--- config.mk ---
export PLATFORM = sky130hd
export DESIGN_NAME = strip_relu_maxpool
export DESIGN_NICKNAME = d
export VERILOG_FILES = /design/src/rtl/strip_relu_maxpool_pkg.sv /design/src/rtl/strip_relu_maxpool_window.sv /design/src/rtl/strip_relu_maxpool.sv
export SDC_FILE = /design/constraint.sdc
export NUM_CORES = 1
export LEC_CHECK = 0
export BUFFER_PORTS_ARGS = -buffer_cell sky130_fd_sc_hd__buf_2
export CORE_MARGIN = 3
export CORE_UTILIZATION = 45
export CTS_BUF_LIST = sky130_fd_sc_hd__clkbuf_4 sky130_fd_sc_hd__clkbuf_8
export CTS_CLUSTER_DIAMETER = 50
export DETAILED_ROUTE_END_ITERATION = 6
export HOLD_SLACK_MARGIN = 0.02
export SETUP_SLACK_MARGIN = 0.3
export SLEW_MARGIN = 20
export SYNTH_ARGS = -nofsm -noshare
export SYNTH_HDL_FRONTEND = slang
export SYNTH_HIERARCHICAL = 1
export SYNTH_SLANG_ARGS = --single-unit
export TNS_END_PERCENT = 10
--- constraint.sdc ---
create_clock -name clk -period 7.45 [get_ports clk]
set_input_delay 1.8625 -clock clk [delete_from_list [all_inputs] [get_ports clk]]
set_output_delay 1.8625 -clock clk [all_outputs]
set_load 0.02 [all_outputs]
--- src/rtl/strip_relu_maxpool_pkg.sv ---
// Shared types and helpers for the strip ReLU + 2x2 max-pool stage.
// Optional feature macro: STRIP_POOL_RELU_EN (ReLU before the max).
package strip_pool_pkg;

    typedef enum logic [2:0] {
        ST_IDLE  = 3'd0,
        ST_ISSUE = 3'd1,
        ST_DRAIN = 3'd2,
        ST_WRITE = 3'd3,
        ST_FIN   = 3'd4
    } state_t;

    localparam int DEF_DATA_W = 9;
    localparam int DEF_ADDR_W = 16;

    // Pooled dimensions; an odd trailing column/row is dropped.
    function automatic int pool_out_w(input int in_w);
        return in_w / 2;
    endfunction

    function automatic int pool_out_h(input int in_h);
        return in_h / 2;
    endfunction

endpackage

--- src/rtl/strip_relu_maxpool_window.sv ---
// Per-window running max with optional ReLU clamp on every absorbed sample.
// Optional feature macro: STRIP_POOL_RELU_EN.
module pool_window_max
    import strip_pool_pkg::*;
#(
    parameter int DATA_W = DEF_DATA_W
) (
    input  logic                     clk,
    input  logic                     reset,
    input  logic                     clear_i,
    input  logic                     valid_i,
    input  logic signed [DATA_W-1:0] din_i,
    output logic signed [DATA_W-1:0] max_o
);

    logic signed [DATA_W-1:0] max_q;
    logic signed [DATA_W-1:0] val;

    // Clamp negatives to zero when ReLU is built in.
    always_comb begin
        val = din_i;
`ifdef STRIP_POOL_RELU_EN
        if (din_i < 0) val = '0;
`endif
    end

    // First sample of a window seeds the max; later samples only raise it.
    always_ff @(posedge clk) begin
        if (reset) begin
            max_q <= '0;
        end else if (valid_i) begin
            if (clear_i || (val > max_q)) max_q <= val;
        end
    end

    assign max_o = max_q;

endmodule

--- src/rtl/strip_relu_maxpool.sv ---
// Strip ReLU + 2x2/2 max-pool: reads a conv strip BRAM, writes pooled BRAM.
// Optional feature macro: STRIP_POOL_RELU_EN (ReLU before the max).
module strip_relu_maxpool
    import strip_pool_pkg::*;
#(
    parameter int IN_W     = 222,
    parameter int IN_H     = 28,
    parameter int DATA_W   = DEF_DATA_W,
    parameter int ADDR_W   = DEF_ADDR_W,
    parameter int READ_LAT = 2
) (
    input  logic                     clk,
    input  logic                     reset,
    input  logic                     start,
    output logic [ADDR_W-1:0]        rd_addr,
    input  logic signed [DATA_W-1:0] rd_data,
    output logic                     wr_en,
    output logic [ADDR_W-1:0]        wr_addr,
    output logic signed [DATA_W-1:0] wr_data,
    output logic                     busy,
    output logic                     done
);

    localparam int OUT_W = pool_out_w(IN_W);
    localparam int OUT_H = pool_out_h(IN_H);
    localparam int CNT_W = $clog2(READ_LAT + 4);

    state_t              state_q, state_d;
    logic [CNT_W-1:0]    cnt_q, cnt_d;
    logic [ADDR_W-1:0]   pr_q, pr_d, pc_q, pc_d;
    logic [ADDR_W-1:0]   wa_q, wa_d;
    logic [ADDR_W-1:0]   ra_q, ra_d;
    logic [ADDR_W-1:0]   rd_addr_now;
    logic [READ_LAT-1:0] vld_q, first_q;
    logic                issue_now, first_now;
    logic signed [DATA_W-1:0] win_max;

    assign issue_now = (state_q == ST_ISSUE);
    assign first_now = issue_now && (cnt_q == '0);

    // State, counters and held read address.
    always_ff @(posedge clk) begin
        if (reset) begin
            state_q <= ST_IDLE;
            cnt_q   <= '0;
            pr_q    <= '0;
            pc_q    <= '0;
            wa_q    <= '0;
            ra_q    <= '0;
        end else begin
            state_q <= state_d;
            cnt_q   <= cnt_d;
            pr_q    <= pr_d;
            pc_q    <= pc_d;
            wa_q    <= wa_d;
            ra_q    <= ra_d;
        end
    end

    // Valid/first tags travel alongside the BRAM read latency.
    always_ff @(posedge clk) begin
        if (reset) begin
            vld_q   <= '0;
            first_q <= '0;
        end else begin
            vld_q   <= READ_LAT'({vld_q, issue_now});
            first_q <= READ_LAT'({first_q, first_now});
        end
    end

    // Next-state, counter advance and read-address generation.
    always_comb begin
        state_d = state_q;
        cnt_d   = cnt_q;
        pr_d    = pr_q;
        pc_d    = pc_q;
        wa_d    = wa_q;
        ra_d    = ra_q;
        // cnt bit1 selects the row, bit0 the column within the 2x2 window
        rd_addr_now = ADDR_W'(((pr_q << 1) + ADDR_W'(cnt_q[1])) * ADDR_W'(IN_W)
                              + (pc_q << 1) + ADDR_W'(cnt_q[0]));
        unique case (state_q)
            ST_IDLE: begin
                if (start) begin
                    state_d = ST_ISSUE;
                    cnt_d   = '0;
                    pr_d    = '0;
                    pc_d    = '0;
                    wa_d    = '0;
                end
            end
            ST_ISSUE: begin
                ra_d = rd_addr_now;
                if (cnt_q == CNT_W'(3)) begin
                    cnt_d   = '0;
                    state_d = ST_DRAIN;
                end else begin
                    cnt_d = cnt_q + 1'b1;
                end
            end
            ST_DRAIN: begin
                if (cnt_q == CNT_W'(READ_LAT - 1)) begin
                    cnt_d   = '0;
                    state_d = ST_WRITE;
                end else begin
                    cnt_d = cnt_q + 1'b1;
                end
            end
            ST_WRITE: begin
                // pooled addresses are sequential in raster order
                wa_d    = wa_q + 1'b1;
                state_d = ST_ISSUE;
                if (pc_q == ADDR_W'(OUT_W - 1)) begin
                    pc_d = '0;
                    if (pr_q == ADDR_W'(OUT_H - 1)) begin
                        state_d = ST_FIN;
                    end else begin
                        pr_d = pr_q + 1'b1;
                    end
                end else begin
                    pc_d = pc_q + 1'b1;
                end
            end
            ST_FIN: state_d = ST_IDLE;
            default: state_d = ST_IDLE;
        endcase
    end

    pool_window_max #(.DATA_W(DATA_W)) u_max (
        .clk     (clk),
        .reset   (reset),
        .clear_i (first_q[READ_LAT-1]),
        .valid_i (vld_q[READ_LAT-1]),
        .din_i   (rd_data),
        .max_o   (win_max)
    );

    assign rd_addr = issue_now ? rd_addr_now : ra_q;
    assign wr_en   = (state_q == ST_WRITE);
    assign wr_addr = wa_q;
    assign wr_data = win_max;
    assign busy    = (state_q == ST_ISSUE) || (state_q == ST_DRAIN) || (state_q == ST_WRITE);
    assign done    = (state_q == ST_FIN);

endmodule
# Word-level counts from Yosys, hierarchy flattened
# Index checks and enable logic that the tools add are counted.
[word_totals]
out_inout_bits = 44
regBits = 83
input_bits = 12
elab_cells = 62
[op_classes]
eq_ne = 13
reduce_logical = 13
n_addsub = 7
n_mux = 18
n_lt_le_gt_ge = 1
multipliers = 1
[ops]
columns = ["op", "count"]
rows = [
  ["$pmux 16 s2", 3],
  ["$mux 16", 5],
  ["$add 16x1->16 const B", 3],
  ["$add 16x1->16", 2],
  ["$mux 3", 8],
  ["$add 16x16->16", 1],
  ["$eq 16x4->1 const B", 1],
  ["$eq 16x7->1 const B", 1],
  ["$mul 16x7->15 const B", 1],
  ["$pmux 3 s4", 1],
  ["$eq 3x2->1 const B", 3],
  ["$gt 9x9->1", 1],
  ["$pmux 3 s3", 1],
  ["$eq 3x1->1 const B", 2],
  ["$logic_not 3->1", 2],
  ["$ne 2x2->1 const B", 3],
  ["$reduce_and 2->1", 3],
  ["$ne 2x1->1 const B", 2],
  ["$reduce_and 4->1", 1],
  ["$add 3x1->3 const B", 1],
  ["$eq 3x3->1 const B", 1],
  ["$logic_or 1x1->1", 3],
  ["$reduce_and 3->1", 1],
  ["$reduce_bool 3->1", 1],
  ["2 further kinds", 2],
]

# Logic depth before layout (Yosys ltp)
[depth]
word_depth = 5
ltp_mapped = 23
mapped_depth_nobuf = 23

# Cells and area by module
# Netlist, hierarchy kept.
[by_module_without_submodules]
columns = ["module", "area_per_inst_um2", "cells_per_inst", "instances", "seq_area_each_um2"]
rows = [
  ["strip_relu_maxpool", 5938.2, 717, 1, 1481.4],
  ["pool_window_max", 735.7, 87, 1, 180.2],
]

# Worst setup path after synthesis
# Ideal clock, no wire load.
[synth_path]
path_type = "reg2out"
from = "register pr_q[3]"
to = "output port rd_addr[15]"
arrival_ns = 5.380
path_stages_with_launch = 22
path_slack_ns = 0.207
n_path_buf = 0
required_ns = 5.588
cell_sequence = "dfxtp_1 > fa_1 > inv_1 > fa_1 > inv_1 > fa_1 > inv_1 > fa_1 > inv_1 > ha_1 > a2111o_1 > a41o_1 > nor2_1 > xnor2_1 > ha_1 > a21o_1 > a21o_1 > a21oi_1 > o21ai_0 > a21o_1 > xor3_1 > a21oi_1"
[synth_between]
elab_chain_cells = 5
[synth_rtl]
columns = ["element", "line", "rtl"]
rows = [
  ["from (decl)", "strip_relu_maxpool.sv:30", "logic [ADDR_W-1:0] pr_q, pr_d, pc_q, pc_d;"],
  ["from (signal assigned)", "strip_relu_maxpool.sv:53", "pr_q <= pr_d;"],
  ["$add 16x1->16", "strip_relu_maxpool.sv:80", "rd_addr_now = ADDR_W'(((pr_q << 1) + ADDR_W'(cnt_q[1])) * ADDR_W'(IN_W)"],
  ["$mul 16x7->15", "strip_relu_maxpool.sv:80", ""],
  ["$add 16x16->16", "strip_relu_maxpool.sv:81", "+ (pc_q << 1) + ADDR_W'(cnt_q[0]));"],
  ["$add 16x1->16", "strip_relu_maxpool.sv:81", ""],
  ["$mux 16", "strip_relu_maxpool.sv:138", "assign rd_addr = issue_now ? rd_addr_now : ra_q;"],
  ["to (decl)", "strip_relu_maxpool.sv:15", "output logic [ADDR_W-1:0] rd_addr,"],
]
# No other way between the ends.

# Worst setup path after layout
[layout_path]
from = "register pr_q[4]"
to = "output port rd_addr[15]"
# The elaborated chain is that of the path after synthesis.

==> run_results.csv <==
group,metric,value,unit
timing,rsz0062_at_grt,"yes",
timing,finalWorstSetupSlack,-38.04,ps
critical_path,critPathTopFamily,"adder cells",
logic_synthesis,synth-main-ff-cell,"dfxtp_1",
floorplan,core-area,14200,um^2
cts,numCtsBuffers,9,
timing,setup-tns-final,-38.04,ps
power_and_ir_drop,power_leakage,3.400,nW
logic_synthesis,synth-edff-count,0,
timing,finalClockSkew,10.85,ps
critical_path,crit_slowest_cell,"fa_1",
critical_path,cpMostUsedCell,"fa_1",
logic_synthesis,synth.distinct_cells,70,
grt,grt_pass1_vias,5453,
grt,grtUsageMet3,0.03417,
timing,whs,456.0,ps
run_status,outcome,"finished with violations",
placement,io_buffers,55,
timing,tightest_slew,961.5,ps
timing,fmax,133.5,MHz
critical_path,arrival,5630,ps
final_layout,layout_common_cells,"inv_1 (85), dfxtp_1 (78), nor2_1 (77), nand2_1 (76), ha_1 (65)",
critical_path,cp-end-kind,"output pin",
critical_path,crit_buf_inv,5,
final_layout,fill_cells,1370,
power_and_ir_drop,vdd_ir_drop_max,0.08837,mV
floorplan,die_area,16330,um^2
hold_path,min_path_type,"reg -> reg",
route,num_vias,5735,
cts,clock_sinks,83,
critical_path,cp.required,5590,ps
floorplan,fp-row-count,43,
timing,slew_headroom,0.3567,
final_layout,nets,977,
grt,grt_use_met2,0.3250,
timing,report.final.slew_viol_count,0,
placement,gp_routability_congestion,0.8600,
cts,clkLatencyLatePin,380,ps
route,wirelength,15700,um
route,drt_iter0_markers,315,
placement,post-place-ws,8.312,ps
grt,grt_pass1_wl,26280,um
floorplan,io_pins,56,
timing,setup_viol,1,
placement,dpl_cell_area,7131,um^2
floorplan,initial_core_util,0.4699,
timing,layout_min_cycle_time,7488,ps
logic_synthesis,ys_seq_elements,83,
final_layout,final_common_cell,"inv_1",
run_status,violations,"setup timing",
critical_path,critical_path_class,"reg -> out",
critical_path,path_cells,"fa_1, inv_1, fa_1, inv_1, fa_1, inv_1, fa_1, inv_2, ha_4, a2111o_1, a41o_1, o41a_1, xor2_1, ha_1, nand3_2, o21ai_2, a21o_1, xor3_2, a21oi_2, buf_4",
route,drtPass1Iterations,5,
grt,antenna_found_initial,0,
final_layout,design_area,7518,um^2
power_and_ir_drop,p_per_area,118.1,nW/um^2
logic_synthesis,netlist_area,6674,um^2
grt,grt_busiest_layer,"met2",
cts,cts.htree.levels,3,
cts,cts_tree,"yes",
route,vias_per_cell,5.493,
logic_synthesis,synth-warning-count,6,
logic_synthesis,yosysSeqAreaShare,0.2490,
final_layout,syn_to_final_growth,12.65,%
critical_path,critPathMaxFanout,4,
timing,period_share,1.005,
grt,overflow,0,
cts,cts-root-buf,"clkbuf_8",
floorplan,die_x,127.8,um
grt,grt_max_degree,65,
floorplan,die_y,127.8,um
flow_run,cap_violations,0,
grt,use_met1,0.2604,
grt,grt_usage,0.1966,
final_layout,diodes,0,
power_and_ir_drop,fin_total_pwr,0.8880,mW
route,remaining_drc_errors,0,
cts,ctsHoldBuffers,0,
logic_synthesis,syn_avg_cell_area,8.301,um^2
logic_synthesis,syn_inst,804,
critical_path,critPathLaunchType,"flop",
placement,dp_hpwl,11910,um
final_layout,drive_gt1_frac,0.1493,
cts,cts_buffer_depth,2,
logic_synthesis,async_flop_share,0,
cts,path_clk_slew,100,ps
critical_path,slowest_delay,500,ps
route,wl_per_cell,15.04,um
timing,hold_violations,0,
route,ant_nets,0,
logic_synthesis,synth_nets,922,
-- cells in the mapped netlist, drive strengths merged, types with 11 or more instances --
| cell type | count | share of area |
|---|---|---|
| clkbuf | 22 | 0.012 |
| fa | 38 | 0.11 |
| a22oi | 14 | 0.018 |
| inv | 86 | 0.048 |
| ha | 68 | 0.13 |
| xnor2 | 26 | 0.034 |
| nor2 | 80 | 0.045 |
| a21oi | 49 | 0.037 |
| o21ai | 41 | 0.031 |
| nand3 | 35 | 0.027 |
| nor3 | 12 | 0.0097 |
| xor2 | 11 | 0.014 |
| nand4 | 11 | 0.010 |
| nand2 | 77 | 0.043 |
| dfxtp | 83 | 0.25 |
| and3 | 11 | 0.010 |
| nor2b | 18 | 0.017 |
-- flip-flops by register name, indices dropped and copies added (netlist names) --
| signal | flops |
|---|---|
| cnt_q | 3 |
| first_q | 2 |
| pc_q | 16 |
| pr_q | 16 |
| ra_q | 16 |
| state_q | 3 |
| u_max/max_o | 9 |
| vld_q | 2 |
| wr_addr | 16 |
-- report_power, final --
| part | switching [mW] | internal, mW | total [mW] |
|---|---|---|---|
| sequential | 0.00489 | 0.448 | 0.453 |
| combinational | 0.0618 | 0.0270 | 0.0887 |
| clock | 0.182 | 0.165 | 0.347 |
-- cells by family (layout without fill, tap and decap cells) --
logic type,count (synthesis),after routing,synth area share
flip-flops,83,83,0.2490
adder cells (fa/ha/maj),106,106,0.2415
XOR/XNOR,38,38,0.05212
AO/OA/AOI/OAI,174,174,0.1745
multiplexers,3,3,0.004687
buffers and inverters,114,174,0.06674
AND/OR/NAND/NOR,286,286,0.2115
-- path summary, 6_finish.rpt --
kind                 start  slack (ps)           to  depth (start not counted)
hold / removal    vld_q[0]         460     vld_q[1]                          1
setup reg to reg   pr_q[4]        2190     ra_q[15]                         19
hold reg to reg   vld_q[0]         460     vld_q[1]                          1
setup / recovery   pr_q[4]         -40  rd_addr[15]                         20
-- through the flow --
stage          utilization  std cells
6_report            0.5293       1044
5_1_grt             0.5293       1044
4_1_cts             0.5254       1042
3_5_place_dp        0.5020       1021
3_3_place_gp        0.5020       1021
2_1_floorplan            -        804
-- cell type report --
type,count,area [um^2],share of cell area
Timing Repair Buffer,72,421.7,0.05608
Clock buffer,10,137.6,0.01831
Clock inverter,6,62.56,0.008321
Multi-Input combinational cell,607,4673,0.6216
Inverter,86,322.8,0.04294
Sequential cell,83,1675,0.2228
Tap cell,180,225.2,0.02996
-- routing by layer --
metal / vias to the layer above / routed length, um
met2: 102 / 7410
met1: 2731 / 7419
met4: 0 / 307
met3: 27 / 565
met5: - / 0
li1: 2875 / -
-- worst register-to-register path: cells and delay by family, from the launching register on --
kind	cells	cell delay, ps
AND/OR/NAND/NOR	1	110
buffers and inverters	4	200
flip-flops	1	370
XOR/XNOR	2	470
AO/OA/AOI/OAI	6	1490
adder cells (fa/ha/maj)	6	2560
-- repair_timing --
item | in CTS | in global routing
pin swaps | 22 | 13
buffers inserted | 5 | 2
cloned | 0 | 0
resized for setup | 26 | 13
setup endpoints to repair | 5 | 6
No activity file was read; power rests on OpenSTA's default activity.
